## config.mk

```make
export PLATFORM = sky130hd
export DESIGN_NAME = param_demux_stream_flat
export DESIGN_NICKNAME = d
export VERILOG_FILES = /design/src/rtl/param_demux_stream_pkg.sv /design/src/rtl/param_demux_stream_if.sv /design/src/rtl/param_demux_stream_lane_slot.sv /design/src/rtl/param_demux_stream.sv /design/src/flat_wrapper.sv
export SDC_FILE = /design/constraint.sdc
export NUM_CORES = 1
export LEC_CHECK = 0
export BUFFER_PORTS_ARGS = -buffer_cell sky130_fd_sc_hd__buf_2
export CAP_MARGIN = 30
export CORE_MARGIN = 1
export CORE_UTILIZATION = 45
export CTS_BUF_LIST = sky130_fd_sc_hd__clkbuf_16
export DETAILED_ROUTE_END_ITERATION = 8
export HOLD_SLACK_MARGIN = 0.1
export PLACE_DENSITY = 0.73
export SLEW_MARGIN = 20
export SYNTH_ARGS = -nofsm -noshare
export SYNTH_HDL_FRONTEND = slang
export SYNTH_SLANG_ARGS = --single-unit
export TNS_END_PERCENT = 30
```

## constraint.sdc

```tcl
create_clock -name clk -period 2.1 [get_ports clk]
set_input_delay 0.105 -clock clk [delete_from_list [all_inputs] [get_ports clk]]
set_output_delay 0.105 -clock clk [all_outputs]
set_load 0.005 [all_outputs]
```

## src/rtl/param_demux_stream_pkg.sv

```systemverilog
// ---------------------------------------------------------------------------
// param_demux_pkg : shared routing-mode constants and one-hot legality check
// Revision 1.0
// ---------------------------------------------------------------------------
`default_nettype none

package param_demux_pkg;

  localparam logic RR_MODE  = 1'b1;
  localparam logic SEL_MODE = 1'b0;
  localparam int   MAX_CH   = 16;

  // True when exactly one bit of the (zero-extended) select vector is set.
  function automatic logic onehot_valid(input logic [MAX_CH-1:0] vec);
    int cnt;
    cnt = 0;
    for (int i = 0; i < MAX_CH; i++) begin
      if (vec[i]) cnt++;
    end
    return (cnt == 1);
  endfunction

endpackage

`default_nettype wire

```

## src/rtl/param_demux_stream_if.sv

```systemverilog
// ---------------------------------------------------------------------------
// param_demux_stream_if : producer/consumer bundle of the stream demultiplexer
// Revision 1.0
// ---------------------------------------------------------------------------
`default_nettype none

interface param_demux_stream_if #(
  parameter int DATA_WIDTH      = 8,
  parameter int OUTPUT_CHANNELS = 2,
  parameter int DROP_CNT_WIDTH  = 8
);

  logic [DATA_WIDTH-1:0]                 in_data;
  logic                                  in_valid;
  logic                                  in_ready;
  logic [OUTPUT_CHANNELS-1:0]            sel;
  logic                                  rr_mode;
  logic [OUTPUT_CHANNELS*DATA_WIDTH-1:0] out_data;
  logic [OUTPUT_CHANNELS-1:0]            out_valid;
  logic [OUTPUT_CHANNELS-1:0]            out_ready;
  logic                                  sel_err;
  logic [DROP_CNT_WIDTH-1:0]             drop_cnt;

  modport master (
    output in_data, in_valid, sel, rr_mode, out_ready,
    input  in_ready, out_data, out_valid, sel_err, drop_cnt
  );

  modport slave (
    input  in_data, in_valid, sel, rr_mode, out_ready,
    output in_ready, out_data, out_valid, sel_err, drop_cnt
  );

endinterface

`default_nettype wire

```

## src/rtl/param_demux_stream_lane_slot.sv

```systemverilog
// ---------------------------------------------------------------------------
// demux_lane_slot : 1-deep registered output slot with valid/ready
// Revision 1.0
// ---------------------------------------------------------------------------
`default_nettype none

module demux_lane_slot #(
  parameter int DATA_WIDTH = 8
) (
  input  logic                  clk,
  input  logic                  rst_n,
  input  logic                  load_i,
  input  logic [DATA_WIDTH-1:0] din_i,
  input  logic                  out_ready_i,
  output logic                  out_valid_o,
  output logic [DATA_WIDTH-1:0] dout_o,
  output logic                  free_o
);

  logic                  valid_q, valid_d;
  logic [DATA_WIDTH-1:0] data_q, data_d;

  // A draining slot counts as free so it can refill on the same edge.
  assign free_o = !valid_q || out_ready_i;

  always_comb begin
    valid_d = valid_q;
    data_d  = data_q;
    if (load_i) begin
      valid_d = 1'b1;
      data_d  = din_i;
    end else if (out_ready_i) begin
      valid_d = 1'b0;
    end
  end

  always_ff @(posedge clk or negedge rst_n) begin
    if (!rst_n) begin
      valid_q <= 1'b0;
      data_q  <= '0;
    end else begin
      valid_q <= valid_d;
      data_q  <= data_d;
    end
  end

  assign out_valid_o = valid_q;
  assign dout_o      = data_q;

endmodule

`default_nettype wire

```

## src/rtl/param_demux_stream.sv

```systemverilog
// ---------------------------------------------------------------------------
// param_demux_stream : one input stream routed to OUTPUT_CHANNELS registered lanes
// Revision 1.0
// ---------------------------------------------------------------------------
`default_nettype none

module param_demux_stream
  import param_demux_pkg::*;
#(
  parameter int DATA_WIDTH      = 8,
  parameter int OUTPUT_CHANNELS = 2,
  parameter int DROP_CNT_WIDTH  = 8
) (
  input  logic                 clk,
  input  logic                 rst_n,
  param_demux_stream_if.slave  s
);

  localparam int PTR_W = (OUTPUT_CHANNELS > 1) ? $clog2(OUTPUT_CHANNELS) : 1;

  logic [PTR_W-1:0]          rr_ptr_q, rr_ptr_d;
  logic [DROP_CNT_WIDTH-1:0] drop_cnt_q, drop_cnt_d;
  logic                      sel_err_q, sel_err_d;

  logic [MAX_CH-1:0]          w_sel_ext;
  logic                       w_sel_legal;
  logic [PTR_W-1:0]           w_sel_idx;
  logic [PTR_W-1:0]           w_tgt;
  logic                       w_illegal;
  logic                       w_accept;
  logic [OUTPUT_CHANNELS-1:0] w_free;
  logic [OUTPUT_CHANNELS-1:0] w_load;
  logic [OUTPUT_CHANNELS-1:0] w_out_valid;
  logic [OUTPUT_CHANNELS*DATA_WIDTH-1:0] w_out_data;

  always_comb begin
    w_sel_ext = '0;
    w_sel_ext[OUTPUT_CHANNELS-1:0] = s.sel;
  end

  assign w_sel_legal = onehot_valid(w_sel_ext);

  always_comb begin
    w_sel_idx = '0;
    for (int i = 0; i < OUTPUT_CHANNELS; i++) begin
      if (s.sel[i]) w_sel_idx = PTR_W'(i);
    end
  end

  assign w_tgt     = (s.rr_mode == RR_MODE) ? rr_ptr_q : w_sel_idx;
  assign w_illegal = (s.rr_mode == SEL_MODE) && !w_sel_legal;

  // Illegal beats are always taken and discarded so the producer never stalls.
  assign s.in_ready = rst_n && (w_illegal || w_free[w_tgt]);
  assign w_accept   = s.in_valid && s.in_ready;

  always_comb begin
    w_load = '0;
    if (w_accept && !w_illegal) w_load[w_tgt] = 1'b1;
  end

  generate
    for (genvar g = 0; g < OUTPUT_CHANNELS; g++) begin : g_lane
      demux_lane_slot #(
        .DATA_WIDTH (DATA_WIDTH)
      ) u_slot (
        .clk         (clk),
        .rst_n       (rst_n),
        .load_i      (w_load[g]),
        .din_i       (s.in_data),
        .out_ready_i (s.out_ready[g]),
        .out_valid_o (w_out_valid[g]),
        .dout_o      (w_out_data[g*DATA_WIDTH +: DATA_WIDTH]),
        .free_o      (w_free[g])
      );
    end
  endgenerate

  always_comb begin
    rr_ptr_d   = rr_ptr_q;
    drop_cnt_d = drop_cnt_q;
    sel_err_d  = 1'b0;
    if (w_accept && !w_illegal && (s.rr_mode == RR_MODE)) begin
      rr_ptr_d = (rr_ptr_q == PTR_W'(OUTPUT_CHANNELS - 1)) ? '0 : rr_ptr_q + PTR_W'(1);
    end
    if (w_accept && w_illegal) begin
      sel_err_d = 1'b1;
      if (drop_cnt_q != '1) drop_cnt_d = drop_cnt_q + DROP_CNT_WIDTH'(1);
    end
  end

  always_ff @(posedge clk or negedge rst_n) begin
    if (!rst_n) begin
      rr_ptr_q   <= '0;
      drop_cnt_q <= '0;
      sel_err_q  <= 1'b0;
    end else begin
      rr_ptr_q   <= rr_ptr_d;
      drop_cnt_q <= drop_cnt_d;
      sel_err_q  <= sel_err_d;
    end
  end

  assign s.out_valid = w_out_valid;
  assign s.out_data  = w_out_data;
  assign s.sel_err   = sel_err_q;
  assign s.drop_cnt  = drop_cnt_q;

endmodule

`default_nettype wire

```

## src/flat_wrapper.sv

```systemverilog
// flat-port wrapper written by rule: the top's interface ports become plain ports
module param_demux_stream_flat import param_demux_pkg::*;
#(
  parameter int DATA_WIDTH      = 8,
  parameter int OUTPUT_CHANNELS = 2,
  parameter int DROP_CNT_WIDTH  = 8
)
  (clk, rst_n, s_in_data, s_in_valid, s_sel, s_rr_mode, s_out_ready, s_in_ready, s_out_data, s_out_valid, s_sel_err, s_drop_cnt);
  param_demux_stream_if #(.DATA_WIDTH(DATA_WIDTH), .OUTPUT_CHANNELS(OUTPUT_CHANNELS), .DROP_CNT_WIDTH(DROP_CNT_WIDTH)) s_i ();
  input  logic clk;
  input  logic rst_n;
  input wire logic [$bits(s_i.in_data)-1:0] s_in_data;
  input wire logic [$bits(s_i.in_valid)-1:0] s_in_valid;
  input wire logic [$bits(s_i.sel)-1:0] s_sel;
  input wire logic [$bits(s_i.rr_mode)-1:0] s_rr_mode;
  input wire logic [$bits(s_i.out_ready)-1:0] s_out_ready;
  output wire logic [$bits(s_i.in_ready)-1:0] s_in_ready;
  output wire logic [$bits(s_i.out_data)-1:0] s_out_data;
  output wire logic [$bits(s_i.out_valid)-1:0] s_out_valid;
  output wire logic [$bits(s_i.sel_err)-1:0] s_sel_err;
  output wire logic [$bits(s_i.drop_cnt)-1:0] s_drop_cnt;
  assign s_i.in_data = s_in_data;
  assign s_i.in_valid = s_in_valid;
  assign s_i.sel = s_sel;
  assign s_i.rr_mode = s_rr_mode;
  assign s_i.out_ready = s_out_ready;
  assign s_in_ready = s_i.in_ready;
  assign s_out_data = s_i.out_data;
  assign s_out_valid = s_i.out_valid;
  assign s_sel_err = s_i.sel_err;
  assign s_drop_cnt = s_i.drop_cnt;
  param_demux_stream #(.DATA_WIDTH(DATA_WIDTH), .OUTPUT_CHANNELS(OUTPUT_CHANNELS), .DROP_CNT_WIDTH(DROP_CNT_WIDTH)) u_core (.clk(clk), .rst_n(rst_n), .s(s_i));
endmodule
```

Word level (Yosys, flattened, before mapping)
Index checks and enable logic that the tools add are counted.
Word-level totals
  register bits: 28
  bits of input ports: 16
  output and inout bits: 28
  logic and storage cells: 47
Operators by class
  add/sub/neg operators: 3
  $lt $le $gt $ge: 2
  equal/unequal tests: 2
  mux-type cells: 15
  bitwise logic cells: 1
  reductions and logical operators: 17
Operators with widths (number)
  $eq A32 B2 Y1 const B: 1
  $mux W32: 1
  $mux W1: 12
  $add A8 B1 Y8 const B: 1
  $ne A8 B8 Y1 const B: 1
  $logic_and A1 B1 Y1: 7
  $logic_not A1 Y1: 4
  $reduce_bool A2 Y1: 2
  $logic_or A1 B1 Y1: 3
  $add A1 B1 Y2 const B: 1
  $lt A1 B2 Y1 const B: 1
  $mux W2: 1
  $reduce_and A2 Y1: 1
  $add A1 B1 Y1 const B: 1
  $demux W1 S1: 1
  $ge A1 B1 Y1 const B: 1
  $not A1 Y1: 1

Logic depth before layout (Yosys ltp)
Gate-level depths: netlist of the first run.
  depth after elaboration: 12
  depth in mapped cells: 5
  mapped depth without buffers: 5

Hierarchy
Synthesis of the first run repeated with hierarchy kept, for this count alone.
Second synthesis, totals
  cells, all modules: 97
  area total of the unflattened synthesis: 1353.8 µm²
Modules (own cells, without submodules)
  demux_lane_slot: instances 2, cells an instance 20, area each 369.1 µm², seq. area each 225.2 µm²
  param_demux_stream: instances 1, cells an instance 57, area each 615.6 µm², seq. area each 250.2 µm²

Least setup slack after synthesis of the first run
Ideal clock, no wire load.
  kind: register -> register
  from: register u_core.g_lane[1].u_slot.valid_q
  to: register u_core.g_lane[1].u_slot.data_q[0]
  setup time: 0.125 ns
  data arrival time: 1.475 ns
  required time: 1.975 ns
  path slack: 0.500 ns
  cell stages (with the launch flop): 5
  buffers on the path: 1
  clock period less this slack: 1.600 ns
  path through: dfrtp_1 and2b_2 or4_1 buf_6 mux2_4
On the way
  longest elaborated chain between the ends: 9
Ends and longest elaborated chain
  from (decl): line param_demux_stream_lane_slot.sv:20  | logic valid_q, valid_d;
  from (signal assigned): line param_demux_stream_lane_slot.sv:42  | valid_q <= valid_d;
  $logic_not A1 Y1: line param_demux_stream_lane_slot.sv:24  | assign free_o = !valid_q || out_ready_i;
  $logic_or A1 B1 Y1: line param_demux_stream_lane_slot.sv:24
  $mux W1 (implied by the code) (2 in a row): line param_demux_stream.sv:54  | assign s.in_ready = rst_n && (w_illegal || w_free[w_tgt]);
  $logic_or A1 B1 Y1: line param_demux_stream.sv:54
  $logic_and A1 B1 Y1: line param_demux_stream.sv:54
  $logic_and A1 B1 Y1: line param_demux_stream.sv:55  | assign w_accept = s.in_valid && s.in_ready;
  $logic_and A1 B1 Y1: line param_demux_stream.sv:59  | if (w_accept && !w_illegal) w_load[w_tgt] = 1'b1;
  $mux W2: line param_demux_stream.sv:59
  to (signal assigned): line param_demux_stream_lane_slot.sv:43  | data_q <= data_d;
  to (decl): line param_demux_stream_lane_slot.sv:21  | logic [DATA_WIDTH-1:0] data_q, data_d;
Every way passes these cells. The select of a mux whose other input is x is not followed.
A chain may end at the register's enable or synchronous reset.

Final worst setup path of the first run
  from: register u_core.g_lane[1].u_slot.valid_q
  to: register u_core.g_lane[1].u_slot.data_q[6]
Same word-level chain as after synthesis.

==> summary.txt, run 1 <==
dpl hpwl = 1760 um
worst hold path type = primary input to register
Max Clk Rate = 539 MHz
nets@finish = 160
initial antenna violation count = 0
root buffer cell = clkbuf_16
GPL Wtd Cong = 0.737
Peak VDD IR = 0.695 mV
number of distinct library cells after synthesis = 30
status = finished, final reports clean
Mapped Nets = 107
dominant cell type by area after synthesis = dfrtp_1
CP Capture Type = register
Worst R2R Start = u_core.g_lane[1].u_slot.out_valid_o
RSZ-0062 raised after global routing = false
I/O Pins = 44
minimum clock period = 1.85 ns
CTS tree = built
Max-Cap Viols = 0
core area = 2540 sq um
Tot GR Track Use = 20.3%
WL per Instance = 15.1 um
WS Path Type = register to register
required arrival time at the worst endpoint = 2.24 ns
CTS max path bufs = 2
Setup-failing EPs final = 0
Hold Path Origin = s_in_data[6]
Routed Antenna Nets = 0
site row count = 18
CTS Buf Count = 3
Setup TNS = 0 ns
Area contributors post-synth = dfrtp_1 56%, mux2_2 10%, mux2_4 9.7%
static leakage = 0.846 nW
clock skew = 0.00132 ns
Max Slew Vio Count = 0
Comb pwr share = 25.0%
Syn-to-layout area delta = 33.3%
part of the power in the clock network = 30.9%
max_slew headroom = 65.4%
vias = 902
Fin. Hold Viols = 0
P_int = 1.34 mW
top-count cell post-synth = dfrtp_1
filler cell count = 199
first-pass GRT wire length = 4170 um
number of diodes = 0
# placed instances = 160
top_reg_cell synth = dfrtp_1
clock sinks = 28
Iteration-0 DRC Markers = 7
Critical Path Start = u_core.g_lane[1].u_slot.out_valid_o
synthesized cell area = 1240 sq um
Avg Inst Size Synth = 13.8 sq um
drt via density = 5.24
Post-synth EDFFs = 0
P_sw = 0.455 mW
die area = 2980 sq um
Post-synth top cells = 28 x dfrtp_1, 11 x mux2_2, 8 x mux2_4, 4 x nand2_1, 4 x nand3_1
Die Y = 54.6 um
Worst Tran Pin Value = 0.519 ns
CTS HTree Levels = 1
final non-filler cell total = 172
WP data arrival = 2.00 ns
synthesized flop and latch total = 28
Seq pwr share = 44.1%
CP Max Fanout = 9
starting density of the core = 48.9%
Sw Ratio = 25.4%
grt ovf = 0
synth warn = 0
sequential area share after synthesis = 56.3%
Port Buf Inserts = 43
Yosys top cell area share = 56.3%
number of global-route vias before repair = 925
# DRC = 0
Skew-Pair Late Insertion Delay = 0.26 ns
largest net degree at the start of global routing = 32
period utilization = 88.3%
first drt pass iteration count = 3
fraction of registers with async set/reset = 100%
startpoint types = register
Routed WL = 2600 um
clk slew on worst S/H paths = 0.07 ns
PD cells = 1080 nW/um^2
fraction of layout cells with a size suffix above 1 = 50.0%
Die W = 54.6 um
Syn Inst Count = 90
## registers in the layout, indices dropped and copies added, names as in the netlist
| name | flops |
|---|---|
| u_core.g_lane.u_slot.dout_o | 16 |
| u_core.g_lane.u_slot.out_valid_o | 2 |
| u_core.rr_ptr_q | 1 |
| u_core.s.drop_cnt | 8 |
| u_core.s.sel_err | 1 |
## layer usage
layer	share of wire, %	vias up	track usage (%)
li1	-	426	-
met1	43	446	25.6
met2	52	24	33.7
met3	4.2	6	2.50
met4	1.5	0	10.7
met5	0	-	0
## area by class of cell
class / count / area [sq um] / share of cell area (%)
Clock buffer: 3 / 75.1 / 4.53
Timing Repair Buffer: 52 / 303 / 18.3
Tap cell: 30 / 37.5 / 2.26
Sequential cell: 28 / 701 / 42.3
Multi-Input combinational cell: 58 / 512 / 30.9
Clock inverter: 1 / 30.0 / 1.81
## stage by stage
| step | hold slack (ns) | total power, mW | worst slack, ns | utilization, % | instance area, sq um |
|---|---|---|---|---|---|
| 4_1_cts | 0.108 | 1.81 | 0.226 | 65.1 | 1660 |
| 2_1_floorplan | -0.191 | 1.02 | 0.500 | - | 1240 |
| 3_5_place_dp | 0.174 | 1.23 | 0.224 | 57.9 | 1470 |
| 3_3_place_gp | 0.167 | 1.21 | 0.282 | 57.9 | 1470 |
| 6_report | 0.113 | 1.79 | 0.246 | 65.1 | 1660 |
| 5_1_grt | 0.104 | 1.89 | 0.171 | 65.1 | 1660 |
## worst max-delay path: stages, from the launching register on
cell	delay, ns
dfrtp_1	0.38
and2b_2	0.22
or4_1	0.75
mux2_4	0.39
## power by group through the flow
stage               Clock [mW]  Sequential [mW]  Combinational, mW
floorplan                    0            0.796              0.225
global placement             0            0.788              0.420
global route             0.581            0.811              0.500
CTS                      0.565            0.792              0.454
detailed placement           0            0.795              0.437
finish                   0.554            0.789              0.447
## logic make-up (layout without fill, tap and decap cells)
group	Yosys count	count (layout)	share of synthesized area, %
AND/OR/NAND/NOR	23	23	10.2
buffers and inverters	4	56	2.51
flip-flops	28	28	56.3
AO/OA/AOI/OAI	8	8	4.63
XOR/XNOR	5	5	4.13
adder cells (fa/ha/maj)	1	1	1.01
multiplexers	21	21	21.2
## path summary, 6_finish.rpt
path,cells after the start,slack [ns],endpoint
worst max-delay path,3,0.25,u_core.g_lane[1].u_slot.dout_o[6]
worst min-delay path,2,0.11,u_core.g_lane[0].u_slot.dout_o[6]
worst max register to register,3,0.25,u_core.g_lane[1].u_slot.dout_o[6]
worst min register to register,1,0.50,u_core.s.drop_cnt[5]
max in group asynchronous,3,1.40,u_core.s.drop_cnt[7]
min in group asynchronous,3,0.42,u_core.s.drop_cnt[3]
## layout by cell type, fill, tap and decap left out, types with 2 or more instances in the layout
cell,n
xnor2_1,3
nand2_1,4
nand2b_1,2
buf_2,43
dlygate4sd3_1,8
nor2_1,3
mux2i_1,2
nand3_1,4
and3_1,2
mux2_4,8
a21oi_1,2
nor4_1,2
clkbuf_16,3
mux2_2,11
dfrtp_1,28
## what timing repair did
item,CTS,global route
setup endpoints to repair,0,0
hold endpoints to repair,42,0
gates resized for setup,0,0
buffers inserted,0,0
hold buffers,8,0
Note: power is estimated with default switching activity, not from simulation.
==> run 2: changes to the inputs <==
- clock period: 2.1 -> 2.25 ns (I/O delays scaled with it)
==> summary.txt, run 2 (synthesized netlist as in run 1, its figures left out) <==
status = finished, final reports clean
worst hold path type = primary input to register
Routed WL = 2440 um
Setup-failing EPs final = 0
GPL Wtd Cong = 0.754
Max Slew Vio Count = 0
grt ovf = 0
static leakage = 0.830 nW
fraction of layout cells with a size suffix above 1 = 51.4%
core area = 2540 sq um
number of global-route vias before repair = 849
vias = 859
dpl hpwl = 1780 um
CTS Buf Count = 3
clk slew on worst S/H paths = 0.07 ns
reg2reg path depth = 3
setup slack, reg-to-reg = 0.41 ns
max_slew headroom = 66.1%
Hold Path Origin = s_in_data[6]
CP bufs+invs = 0
largest net degree at the start of global routing = 32
Largest register FFs = 16
Port Buf Inserts = 43
PD cells = 1020 nW/um^2
I/O Pins = 44
initial antenna violation count = 0
Die Y = 54.6 um
CTS HTree Levels = 1
drt via density = 5.11
hold depth = 2
first-pass GRT wire length = 4000 um
startpoint types = register
final core occ = 63.6%
Max Clk Rate = 542 MHz
most frequent cells in the layout = 43 x buf_2, 28 x dfrtp_1, 11 x mux2_2
Iteration-0 DRC Markers = 5
required arrival time at the worst endpoint = 2.39 ns
first drt pass iteration count = 2
Fin. Hold Viols = 0
CP Capture Type = register
postcts setup bufs = 0
Die W = 54.6 um
WP data arrival = 1.99 ns
Skew-Pair Late Insertion Delay = 0.26 ns
Syn-to-layout area delta = 30.1%
Routed Antenna Nets = 0
Tot GR Track Use = 19.3%
Place WS = 0.373 ns
CP Max Fanout = 9
WS Path Type = register to register
Peak VDD IR = 0.734 mV
root buffer cell = clkbuf_16
CTS max path bufs = 2
RSZ-0062 raised after global routing = false
Worst Tran Pin Value = 0.504 ns
Setup WS post-layout = 0.406 ns
Setup TNS = 0 ns
Stages on worst setup path = 3
nets@finish = 156
clock skew = 0.00193 ns
worst-path cell chain = and2b_2, or4_1, mux2_4
starting density of the core = 48.9%
site row count = 18
clock sinks = 28
Max-Cap Viols = 0
WL per Instance = 14.5 um
# DRC = 0
minimum clock period = 1.84 ns
hold endpoint = u_core.g_lane[1].u_slot.dout_o[6]
most common cell after layout, fill and taps aside = buf_2
Largest delay share family, worst path = simple AND/OR/NAND/NOR gates
slowest CP cell = or4_1
max incr delay on CP = 0.75 ns
filler cell count = 204
number of diodes = 0
period utilization = 82.0%
CTS tree = built
FF-to-FF End = u_core.g_lane[1].u_slot.dout_o[7]
die area = 2980 sq um
Worst R2R Start = u_core.g_lane[1].u_slot.out_valid_o
-- run 2: cell count changes in the layout (fill, tap and decap cells not counted), sizes merged --
| cell | previous run | this run |
|---|---|---|
| dlygate4sd3 | 8 | 4 |
-- run 2: metal layers --
layer  global-route usage, %  share of wire, %  vias to the layer above
li1                        -                 -                      418
met1                    26.7                44                      421
met2                    31.1                52                       18
met3                    3.33               3.1                        2
met4                    5.13              0.41                        0
met5                       0                 0                        -
-- run 2: timing repair --
| action | in CTS | in global routing |
|---|---|---|
| endpoints found under the hold margin | 31 | 0 |
| resized for setup | 0 | 0 |
| hold buffers | 4 | 0 |
-- run 2: area by class of cell --
| class | instances | area (sq um) | area share (%) |
|---|---|---|---|
| clock buffer | 3 | 75.1 | 4.64 |
| clock inverter | 1 | 30.0 | 1.86 |
| multi-input combinational | 58 | 512 | 31.6 |
| sequential | 28 | 701 | 43.3 |
| tap | 30 | 37.5 | 2.32 |
| timing repair buffer | 48 | 263 | 16.2 |
-- run 2: worst max path at each step --
stage          slack (ns)                                 to                                 from
5_1_grt              0.33  u_core.g_lane[1].u_slot.dout_o[6]                      u_core.rr_ptr_q
2_1_floorplan        0.65  u_core.g_lane[1].u_slot.dout_o[0]  u_core.g_lane[1].u_slot.out_valid_o
6_report             0.41  u_core.g_lane[1].u_slot.dout_o[7]  u_core.g_lane[1].u_slot.out_valid_o
3_5_place_dp         0.37  u_core.g_lane[1].u_slot.dout_o[7]                             s_sel[1]
4_1_cts              0.39  u_core.g_lane[1].u_slot.dout_o[7]  u_core.g_lane[1].u_slot.out_valid_o
3_3_place_gp         0.42  u_core.g_lane[1].u_slot.dout_o[2]                             s_sel[1]
-- run 2: metrics by stage --
step	area, sq um	power, mW	hold WS, ns	cells
floorplan	1240	0.952	-0.183	90
global placement	1470	1.13	0.174	160
detailed placement	1470	1.15	0.180	160
CTS	1620	1.68	0.101	168
global route	1620	1.76	0.104	168
finish	1620	1.66	0.101	168
-- run 2: power breakdown --
| group | internal, mW | switching [mW] | total (mW) | leakage [nW] |
|---|---|---|---|---|
| Sequential | 0.640 | 0.0972 | 0.737 | 0.347 |
| Combinational | 0.248 | 0.156 | 0.403 | 0.432 |
| Clock | 0.354 | 0.163 | 0.517 | 0.0511 |
| Total | 1.24 | 0.415 | 1.66 | 0.830 |
==> run 3: changes to the inputs <==
- CORE_UTILIZATION: 45 -> 43
- clock period: 2.25 -> 1.56 ns (I/O delays scaled with it)
==> summary.txt, run 3 (synthesized netlist as in run 1, its figures left out) <==
PD cells = 1370 nW/um^2
first drt pass iteration count = 4
clock sinks = 28
Fin. Hold Viols = 0
Max Slew Vio Count = 0
fraction of layout cells with a size suffix above 1 = 56.4%
Setup WS post-layout = -0.0270 ns
root buffer cell = clkbuf_16
slowest CP cell = or4_4
worst-path cell chain = and2b_2, or4_4, buf_6, mux2_4
Routed Antenna Nets = 0
Skew-Pair Late Insertion Delay = 0.26 ns
nets@finish = 174
Worst R2R Start = u_core.g_lane[1].u_slot.out_valid_o
setup slack, reg-to-reg = -0.03 ns
CP Max Fanout = 9
CTS Buf Count = 3
WL per Instance = 16.0 um
Top Metal Used = met4
Setup TNS = -0.162 ns
I/O Pins = 44
status = finished, violations left
failing checks = setup timing
Min Hold Slack = 0.161 ns
number of diodes = 0
Die Y = 55.8 um
vias = 958
Place WS = -0.0231 ns
CP bufs+invs = 1
Setup-failing EPs final = 8
grt ovf = 0
CTS max path bufs = 2
design area = 1820 sq um
DP Area = 1580 sq um
worst hold path type = primary input to register
Hold Path Origin = s_out_ready[0]
Port Buf Inserts = 43
startpoint types = register
Syn-to-layout area delta = 46.0%
most frequent cells in the layout = 43 x buf_2, 28 x dfrtp_1, 11 x mux2_2, 11 x buf_4, 9 x dlygate4sd3_1
GPL Wtd Cong = 0.766
number of global-route vias before repair = 983
CP Capture Type = register
Max Clk Rate = 630 MHz
Iteration-0 DRC Markers = 25
static leakage = 0.925 nW
RSZ-0062 raised after global routing = true
core area = 2760 sq um
WP data arrival = 1.73 ns
Worst Tran Pin Value = 0.240 ns
Die W = 55.8 um
clock skew = 0.00569 ns
site row count = 19
wire length on met3 = 115 um
WS Path Type = register to register
required arrival time at the worst endpoint = 1.70 ns
Routed WL = 2990 um
final core occ = 65.8%
# DRC = 0
Critical Path Start = u_core.g_lane[1].u_slot.out_valid_o
Post-Route M1 WL = 1320 um
drt via density = 5.12
initial antenna violation count = 0
dpl hpwl = 1910 um
first-pass GRT wire length = 4750 um
CTS tree = built
met2 wire length = 1550 um
largest net degree at the start of global routing = 29
clk slew on worst S/H paths = 0.07 ns
Peak VDD IR = 0.997 mV
Tot GR Track Use = 20.1%
starting density of the core = 45.1%
Max-Cap Viols = 0
max_slew headroom = 84.0%
Largest delay share family, worst path = simple AND/OR/NAND/NOR gates
minimum clock period = 1.59 ns
die area = 3110 sq um
CTS HTree Levels = 1
period utilization = 102%
Largest register FFs = 16
max incr delay on CP = 0.42 ns
most common cell after layout, fill and taps aside = buf_2
==> run 3: cell count changes in the layout (fill, tap and decap cells not counted), sizes merged <==
cell         change
buf             +13
dlygate4sd3      +5
==> run 3: worst paths after layout <==
| check | endpoint | depth (start not counted) |
|---|---|---|
| worst max-delay path | u_core.g_lane[1].u_slot.dout_o[4] | 4 |
| worst min register to register | u_core.s.drop_cnt[5] | 1 |
| max in group asynchronous | u_core.g_lane[0].u_slot.dout_o[6] | 4 |
| worst min-delay path | u_core.g_lane[0].u_slot.out_valid_o | 3 |
| worst max register to register | u_core.g_lane[1].u_slot.dout_o[4] | 4 |
| min in group asynchronous | u_core.g_lane[1].u_slot.dout_o[0] | 4 |
==> run 3: report_power, final <==
| part | internal [mW] | switching (mW) |
|---|---|---|
| Combinational | 0.416 | 0.267 |
| Clock | 0.510 | 0.231 |
| Sequential | 0.923 | 0.144 |
==> run 3: worst register-to-register path, cell delays in order, from the launching register on <==
cell and delay [ns]:
dfrtp_1 0.37, and2b_2 0.20, or4_4 0.42, buf_6 0.17
mux2_4 0.30
==> run 3: routing by layer <==
metal,GRT usage [%],vias to the layer above
met4,6.43,0
met1,25.2,465
met2,35.3,39
met3,3.49,4
met5,0,-
li1,-,450
==> run 3: timing repair <==
item	in CTS	in global routing
gates cloned	0	0
hold buffers	10	0
setup endpoints to repair	8	11
endpoints found under the hold margin	44	0
gates resized for setup	2	3
buffers inserted	0	0
==> run 3: layout make-up <==
cell class / instances / area, sq um
fillers: 196 / 942
well taps: 31 / 38.8
clock inverters: 1 / 30.0
flip-flops and latches: 28 / 701
clock buffers: 3 / 75.1
multi-input cells: 58 / 532
repair buffers: 66 / 439
==> run 3: stage by stage <==
step / total power [mW] / cells
floorplan: 1.37 / 90
global placement: 1.67 / 173
detailed placement: 1.70 / 173
CTS: 2.49 / 187
global route: 2.61 / 187
finish: 2.49 / 187
